**config.mk**
```make
export PLATFORM = sky130hd
export DESIGN_NAME = mult_div_unit
export DESIGN_NICKNAME = d
export VERILOG_FILES = /design/src/rtl/mips_pkg.sv /design/src/rtl/md_iter_step.sv /design/src/rtl/mult_div_unit.sv
export SDC_FILE = /design/constraint.sdc
export NUM_CORES = 1
export LEC_CHECK = 0
export CORE_MARGIN = 1.5
export CORE_UTILIZATION = 38
export DETAILED_ROUTE_END_ITERATION = 8
export PLACE_DENSITY = 0.54
export SETUP_SLACK_MARGIN = 0.05
export SYNTH_ARGS = -nofsm -noshare
export SYNTH_HDL_FRONTEND = slang
export SYNTH_SLANG_ARGS = --single-unit
```
**constraint.sdc**
```tcl
create_clock -name clk -period 6.1 [get_ports clk]
set_input_delay 0.915 -clock clk [delete_from_list [all_inputs] [get_ports clk]]
set_output_delay 0.915 -clock clk [all_outputs]
set_load 0.005 [all_outputs]
```
**src/rtl/mips_pkg.sv**
```systemverilog
// Shared types and constants for the execute-stage multiply/divide unit.
// Operation and FSM encodings live here so the control and datapath files agree.
package mips_pkg;

  localparam int unsigned MD_WIDTH = 32;
  localparam int unsigned MD_ITERS = MD_WIDTH;

  typedef enum logic [1:0] {
    MD_MULT  = 2'd0,
    MD_MULTU = 2'd1,
    MD_DIV   = 2'd2,
    MD_DIVU  = 2'd3
  } md_op_e;

  typedef enum logic [1:0] {
    MD_IDLE = 2'd0,
    MD_RUN  = 2'd1,
    MD_FIN  = 2'd2
  } md_state_e;

  function automatic logic md_is_div(md_op_e op);
    return (op == MD_DIV) || (op == MD_DIVU);
  endfunction

  function automatic logic md_is_signed(md_op_e op);
    return (op == MD_MULT) || (op == MD_DIV);
  endfunction

endpackage

```
**src/rtl/md_iter_step.sv**
```systemverilog
// One radix-2 iteration of the multiply/divide datapath, purely combinational.
// Multiply: shift-add into {rem, quo}. Divide: restoring shift-subtract.
module md_iter_step #(
  parameter int unsigned WIDTH = 32
) (
  input  logic             div_i,
  input  logic [WIDTH-1:0] rem_i,
  input  logic [WIDTH-1:0] quo_i,
  input  logic [WIDTH-1:0] opb_i,
  output logic [WIDTH-1:0] rem_o,
  output logic [WIDTH-1:0] quo_o
);

  logic [WIDTH:0]   sum;
  logic [WIDTH:0]   shifted;
  logic [WIDTH-1:0] diff;
  logic             fits;

  always_comb begin
    sum     = {1'b0, rem_i} + (quo_i[0] ? {1'b0, opb_i} : '0);
    shifted = {rem_i, quo_i[WIDTH-1]};
    fits    = shifted >= {1'b0, opb_i};
    // When the trial subtract fits, the result is below the divisor, so WIDTH bits suffice.
    diff    = shifted[WIDTH-1:0] - opb_i;

    if (div_i) begin
      rem_o = fits ? diff : shifted[WIDTH-1:0];
      quo_o = {quo_i[WIDTH-2:0], fits};
    end else begin
      rem_o = sum[WIDTH:1];
      quo_o = {sum[0], quo_i[WIDTH-1:1]};
    end
  end

endmodule

```
**src/rtl/mult_div_unit.sv**
```systemverilog
// Multi-cycle MULT/MULTU/DIV/DIVU unit with architectural HI/LO and MTHI/MTLO writes.
// Works on operand magnitudes for WIDTH cycles, then applies signs on the final write.
module mult_div_unit
  import mips_pkg::*;
#(
  parameter int unsigned WIDTH = MD_WIDTH
) (
  input  logic             clk,
  input  logic             rst_n,
  input  logic             start,
  input  logic [1:0]       op,
  input  logic [WIDTH-1:0] a,
  input  logic [WIDTH-1:0] b,
  input  logic             flush,
  input  logic             hi_we,
  input  logic             lo_we,
  input  logic [WIDTH-1:0] wdata,
  output logic             busy,
  output logic             done,
  output logic [WIDTH-1:0] hi,
  output logic [WIDTH-1:0] lo
);

  localparam int unsigned CntW = $clog2(WIDTH);
  localparam logic [CntW-1:0] LastCnt = CntW'(WIDTH - 1);

  md_state_e        state_q, state_d;
  logic [CntW-1:0]  cnt_q, cnt_d;
  logic             div_q, div_d;
  logic             neg_q, neg_d;
  logic             rneg_q, rneg_d;
  logic [WIDTH-1:0] rem_q, rem_d;
  logic [WIDTH-1:0] quo_q, quo_d;
  logic [WIDTH-1:0] opb_q, opb_d;
  logic [WIDTH-1:0] hi_q, hi_d;
  logic [WIDTH-1:0] lo_q, lo_d;

  md_op_e           op_e;
  logic             op_sgn;
  logic             a_neg, b_neg;
  logic [WIDTH-1:0] a_mag, b_mag;
  logic [WIDTH-1:0] step_rem, step_quo;
  logic [2*WIDTH-1:0] prod, prod_fix;
  logic [WIDTH-1:0] quo_fix, rem_fix;

  assign op_e   = md_op_e'(op);
  assign op_sgn = md_is_signed(op_e);
  assign a_neg  = op_sgn & a[WIDTH-1];
  assign b_neg  = op_sgn & b[WIDTH-1];
  assign a_mag  = a_neg ? -a : a;
  assign b_mag  = b_neg ? -b : b;

  md_iter_step #(
    .WIDTH (WIDTH)
  ) u_step (
    .div_i (div_q),
    .rem_i (rem_q),
    .quo_i (quo_q),
    .opb_i (opb_q),
    .rem_o (step_rem),
    .quo_o (step_quo)
  );

  // Sign fix-up on the final iteration's output, feeding the HI/LO write directly.
  always_comb begin
    prod     = {step_rem, step_quo};
    prod_fix = neg_q ? -prod : prod;
    quo_fix  = neg_q ? -step_quo : step_quo;
    rem_fix  = rneg_q ? -step_rem : step_rem;
  end

  always_comb begin
    state_d = state_q;
    cnt_d   = cnt_q;
    div_d   = div_q;
    neg_d   = neg_q;
    rneg_d  = rneg_q;
    rem_d   = rem_q;
    quo_d   = quo_q;
    opb_d   = opb_q;
    hi_d    = hi_q;
    lo_d    = lo_q;

    unique case (state_q)
      MD_IDLE: begin
        if (hi_we) hi_d = wdata;
        if (lo_we) lo_d = wdata;
        if (start && !flush) begin
          state_d = MD_RUN;
          cnt_d   = '0;
          div_d   = md_is_div(op_e);
          rem_d   = '0;
          rneg_d  = a_neg;
          if (md_is_div(op_e)) begin
            quo_d = a_mag;
            opb_d = b_mag;
            // Divide by zero keeps the unsigned all-ones quotient; the remainder
            // naturally reconstructs the raw dividend once its sign is restored.
            neg_d = (a_neg ^ b_neg) && (b != '0);
          end else begin
            quo_d = b_mag;
            opb_d = a_mag;
            neg_d = a_neg ^ b_neg;
          end
        end
      end
      MD_RUN: begin
        if (flush) begin
          state_d = MD_IDLE;
        end else begin
          rem_d = step_rem;
          quo_d = step_quo;
          cnt_d = cnt_q + CntW'(1);
          if (cnt_q == LastCnt) begin
            state_d = MD_FIN;
            if (div_q) begin
              hi_d = rem_fix;
              lo_d = quo_fix;
            end else begin
              hi_d = prod_fix[2*WIDTH-1:WIDTH];
              lo_d = prod_fix[WIDTH-1:0];
            end
          end
        end
      end
      MD_FIN: begin
        state_d = MD_IDLE;
      end
      default: begin
        state_d = MD_IDLE;
      end
    endcase
  end

  always_ff @(posedge clk or negedge rst_n) begin
    if (!rst_n) begin
      state_q <= MD_IDLE;
      cnt_q   <= '0;
      div_q   <= 1'b0;
      neg_q   <= 1'b0;
      rneg_q  <= 1'b0;
      rem_q   <= '0;
      quo_q   <= '0;
      opb_q   <= '0;
      hi_q    <= '0;
      lo_q    <= '0;
    end else begin
      state_q <= state_d;
      cnt_q   <= cnt_d;
      div_q   <= div_d;
      neg_q   <= neg_d;
      rneg_q  <= rneg_d;
      rem_q   <= rem_d;
      quo_q   <= quo_d;
      opb_q   <= opb_d;
      hi_q    <= hi_d;
      lo_q    <= lo_d;
    end
  end

  assign busy = (state_q != MD_IDLE);
  assign done = (state_q == MD_FIN);
  assign hi   = hi_q;
  assign lo   = lo_q;

endmodule
```
==> results.tsv <==
stage	metric	value	unit
detailed_routing	DRT iter0 DRCs	1608	
clocking	clk_lat worst skew	500	ps
synthesis	synthesized net count	2285	
cells_and_area	fraction of layout cells with a size suffix above 1	0.0711	
detailed_routing	total wire length	66300	um
synthesis	commonest cells in the netlist	232 x nand2_1, 231 x a21oi_1, 227 x nor2_1	
detailed_routing	drt pass-1 iters	7	
sta	Hold Fails Final Rpt	0	
critical_path	crit path kind	reg -> reg	
placement	gp weighted congestion	0.961	
synthesis	largest family of logic cells by synthesized area	compound AO/OA/AOI/OAI gates	
synthesis	post-synthesis mux area share	0.0400	
cells_and_area	ant diodes	0	
synthesis	warnings from Yosys	0	
detailed_routing	Via Count	16600	
synthesis	async set-reset flop share out of synthesis	1.00	
synthesis	Synth Area in Compound Gates	0.276	
synthesis	Simple-Gate Fraction of Synth Area	0.231	
synthesis	Yosys reg bits	170	
synthesis	synthesized area per cell	7.68	um^2
pwr	VDD IR max	0.259	mV
sta	Period Utilization, post-route	0.898	
global_routing	Overflow after GRT	0	
clocking	post-CTS setup buffer count	0	
clocking	Post-CTS Resized	0	
sta	Slew @ Worst Pin	1180	ps
pwr	Comb pwr share	0.695	
hold_path	Min-Delay Path Class	in -> async	
global_routing	largest net degree at the start of global routing	138	
synthesis	EDFF count, synth	0	
pwr	Net Switching	0.00544	W
critical_path	Crit. End Element	register	
clocking	H-tree depth	4	
synthesis	count leader, synth	nand2_1	
pwr	PwrDens	542	nW/um^2
critical_path	Worst path slowest cell	dfrtp_1	
global_routing	initial antenna violation count	3	
cells_and_area	Fillers	4319	
sta	unrepaired setup endpoints after global routing	no	
sta	max-slew violations	0	
detailed_routing	Post-DRT Antenna Nets	0	
sta	min Tclk post-route	5480	ps
floorplan	core area	41900	um^2
pwr	Seq pwr share	0.196	
floorplan	die height	209	um
critical_path	Req. time, crit path	6520	ps
placement	Inst Count DP	2731	
placement	Post-DP HPWL	51100	um
floorplan	IO Pins	170	
detailed_routing	Residual DRC	0	
pwr	sw frac	0.532	
synthesis	Post-Synth XOR/XNOR Area	0.0806	
pwr	internal power	0.00479	W
detailed_routing	number of vias per cell	6.01	
floorplan	Initial Util	0.386	
clocking	clock sinks	170	
synthesis	Synth Cell Area	16200	um^2
sta	final count of negative-setup-slack endpoints	0	
placement	port buffer count	169	
cells_and_area	area grow syn2layout	16.6	%
job	Max-Cap Viols	0	
synthesis	share of the synthesized area in the top cell type	0.263	
floorplan	die area	43800	um^2
critical_path	startpoint types	register	
clocking	CTS tree	done	
pwr	Lkg Pwr	7.56	nW
clocking	clock buffer count from CTS	17	
cells_and_area	Layout Cells excl Fill	2762	
global_routing	number of global-route vias before repair	15700	
synthesis	Top FF cell, synth	dfrtp_1	
pwr	clock power share	0.110	
sta	fmax	182	MHz
synthesis	largest cells by area after synthesis	dfrtp_1 26%, a21oi_1 7.1%, o21ai_0 5.8%, ha_1 5.4%, nand2_1 5.4%	
detailed_routing	Avg WL per Cell	24.0	um
synthesis	post-synthesis adder-cell area fraction	0.0566	
sta	max_slew headroom	0.212	
run_status	status	complete, no violations	
critical_path	critical-path cell list	ha_1 -> nand4_1 -> nor4_2 -> a221oi_2 -> a21o_2 -> a31oi_1 -> inv_1 -> ha_1 -> o2111ai_1 -> nor2_1 -> nand3_1 -> nor2b_1 -> o21ai_0 -> a21oi_1 -> nand4_1 -> o41ai_1 -> xor2_1 -> nor2_1 -> o21ai_1	
synthesis	Yosys cell types	110	
clocking	hold buffer count at CTS	0	
critical_path	peak per-stage delay on the critical path	480	ps
critical_path	CP max FO	13	
critical_path	R2R setup slack	620	ps
floorplan	chip width	209	um
clocking	CTS root buf	clkbuf_16	
synthesis	Syn Inst Count	2109	
clocking	Reg clk slew, reported paths	70	ps
sta	clock skew	17.5	ps
synthesis	sequential area share after synthesis	0.263	
synthesis	Synth area leader	dfrtp_1	
critical_path	Critical Path AT	5900	ps
sta	final setup TNS	0	ps
floorplan	# rows	75	
clocking	clk buf depth	2	
global_routing	first-pass GRT wire length	99000	um
global_routing	gr usage total	0.301	
cells_and_area	fin nets	2387	
==> cell usage in the layout (no fill, tap or decap), types with 18 or more instances in the layout <==
cell type        Yosys  layout
inv_1               71      71
nor3_1              53      53
or3_1               18      18
o21ai_0            187     187
nand3_1             47      47
xor2_1              60      60
a21o_1              27      27
dfrtp_1            170     169
buf_4                1      36
o211ai_1            28      28
and2_1              44      44
o31ai_1             22      22
ha_1                70      70
nand2_1            232     231
nor2_1             227     225
clkdlybuf4s50_1      0     167
nand4_1             22      22
a31oi_1             29      29
a21oi_1            231     230
a211oi_1            23      23
mux2i_1             39      39
xnor2_1             89      89
==> metal layers <==
metal | GRT usage | up-vias | wire length (um)
li1 | - | 7819 | -
met3 | 0.0438 | 76 | 4020
met1 | 0.423 | 8119 | 30300
met2 | 0.480 | 578 | 30300
met4 | 0.0865 | 0 | 1670
met5 | 0 | - | 0
==> worst paths after layout <==
path | start | end | depth (start not counted)
max | rem_q[7]$_DFFE_PN0P_ | hi[18]$_DFFE_PN0P_ | 19
min | rst_n | rem_q[16]$_DFFE_PN0P_ | 1
max reg2reg | rem_q[7]$_DFFE_PN0P_ | hi[18]$_DFFE_PN0P_ | 19
min reg2reg | cnt_q[4]$_DFFE_PN0P_ | cnt_q[4]$_DFFE_PN0P_ | 2
max in group asynchronous | rst_n | div_q$_DFFE_PN0P_ | 2
min in group clk | cnt_q[4]$_DFFE_PN0P_ | cnt_q[4]$_DFFE_PN0P_ | 2
==> stage by stage <==
| stage | cell area, um^2 | power [W] | hold WS (ps) | setup slack (ps) | utilization |
|---|---|---|---|---|---|
| 3_5_place_dp | 18300 | 0.00898 | 468 | 853 | 0.436 |
| 3_3_place_gp | 18300 | 0.00901 | 456 | 1010 | 0.436 |
| 6_report | 18900 | 0.0102 | 339 | 620 | 0.450 |
| 2_1_floorplan | 16200 | 0.00661 | 445 | 1340 | - |
| 4_1_cts | 18900 | 0.0101 | 318 | 825 | 0.450 |
| 5_1_grt | 18900 | 0.0109 | 334 | 346 | 0.450 |
==> power by group through the flow <==
stage | registers, W | clock network [W] | logic, W
finish | 0.00200 | 0.00112 | 0.00711
global route | 0.00205 | 0.00119 | 0.00764
CTS | 0.00199 | 0.00115 | 0.00701
detailed placement | 0.00201 | 0 | 0.00697
global placement | 0.00200 | 0 | 0.00701
floorplan | 0.00185 | 0 | 0.00477
==> registers in the layout, summed over array words and instances (netlist names) <==
signal / cells
opb_q: 32
state_q: 2
quo_q: 32
div_q: 1
lo: 32
hi: 32
cnt_q: 5
rneg_q: 1
neg_q: 1
rem_q: 32
==> layout make-up <==
| type | count | area [um^2] | area share |
|---|---|---|---|
| Clock inverter | 12 | 133 | 0.00703 |
| Sequential cell | 170 | 4260 | 0.226 |
| Multi-Input combinational cell | 1745 | 11100 | 0.589 |
| Inverter | 72 | 270 | 0.0143 |
| Tap cell | 539 | 674 | 0.0357 |
| Timing Repair Buffer | 205 | 1970 | 0.105 |
| Clock buffer | 19 | 443 | 0.0235 |
==> logic make-up after synthesis <==
family / Yosys count
compound gates: 696
fa+ha+maj: 72
mux: 57
flops: 170
buf+inv: 194
simple gates: 771
xor+xnor: 149
==> worst max-delay path, delay by kind of cell, from the launching register on <==
family | cells | cell delay (ps)
xor+xnor | 1 | 220
simple gates | 7 | 1500
flops | 1 | 480
compound gates | 8 | 2350
buf+inv | 1 | 150
fa+ha+maj | 2 | 690
No activity file was read; power rests on OpenSTA's default activity.
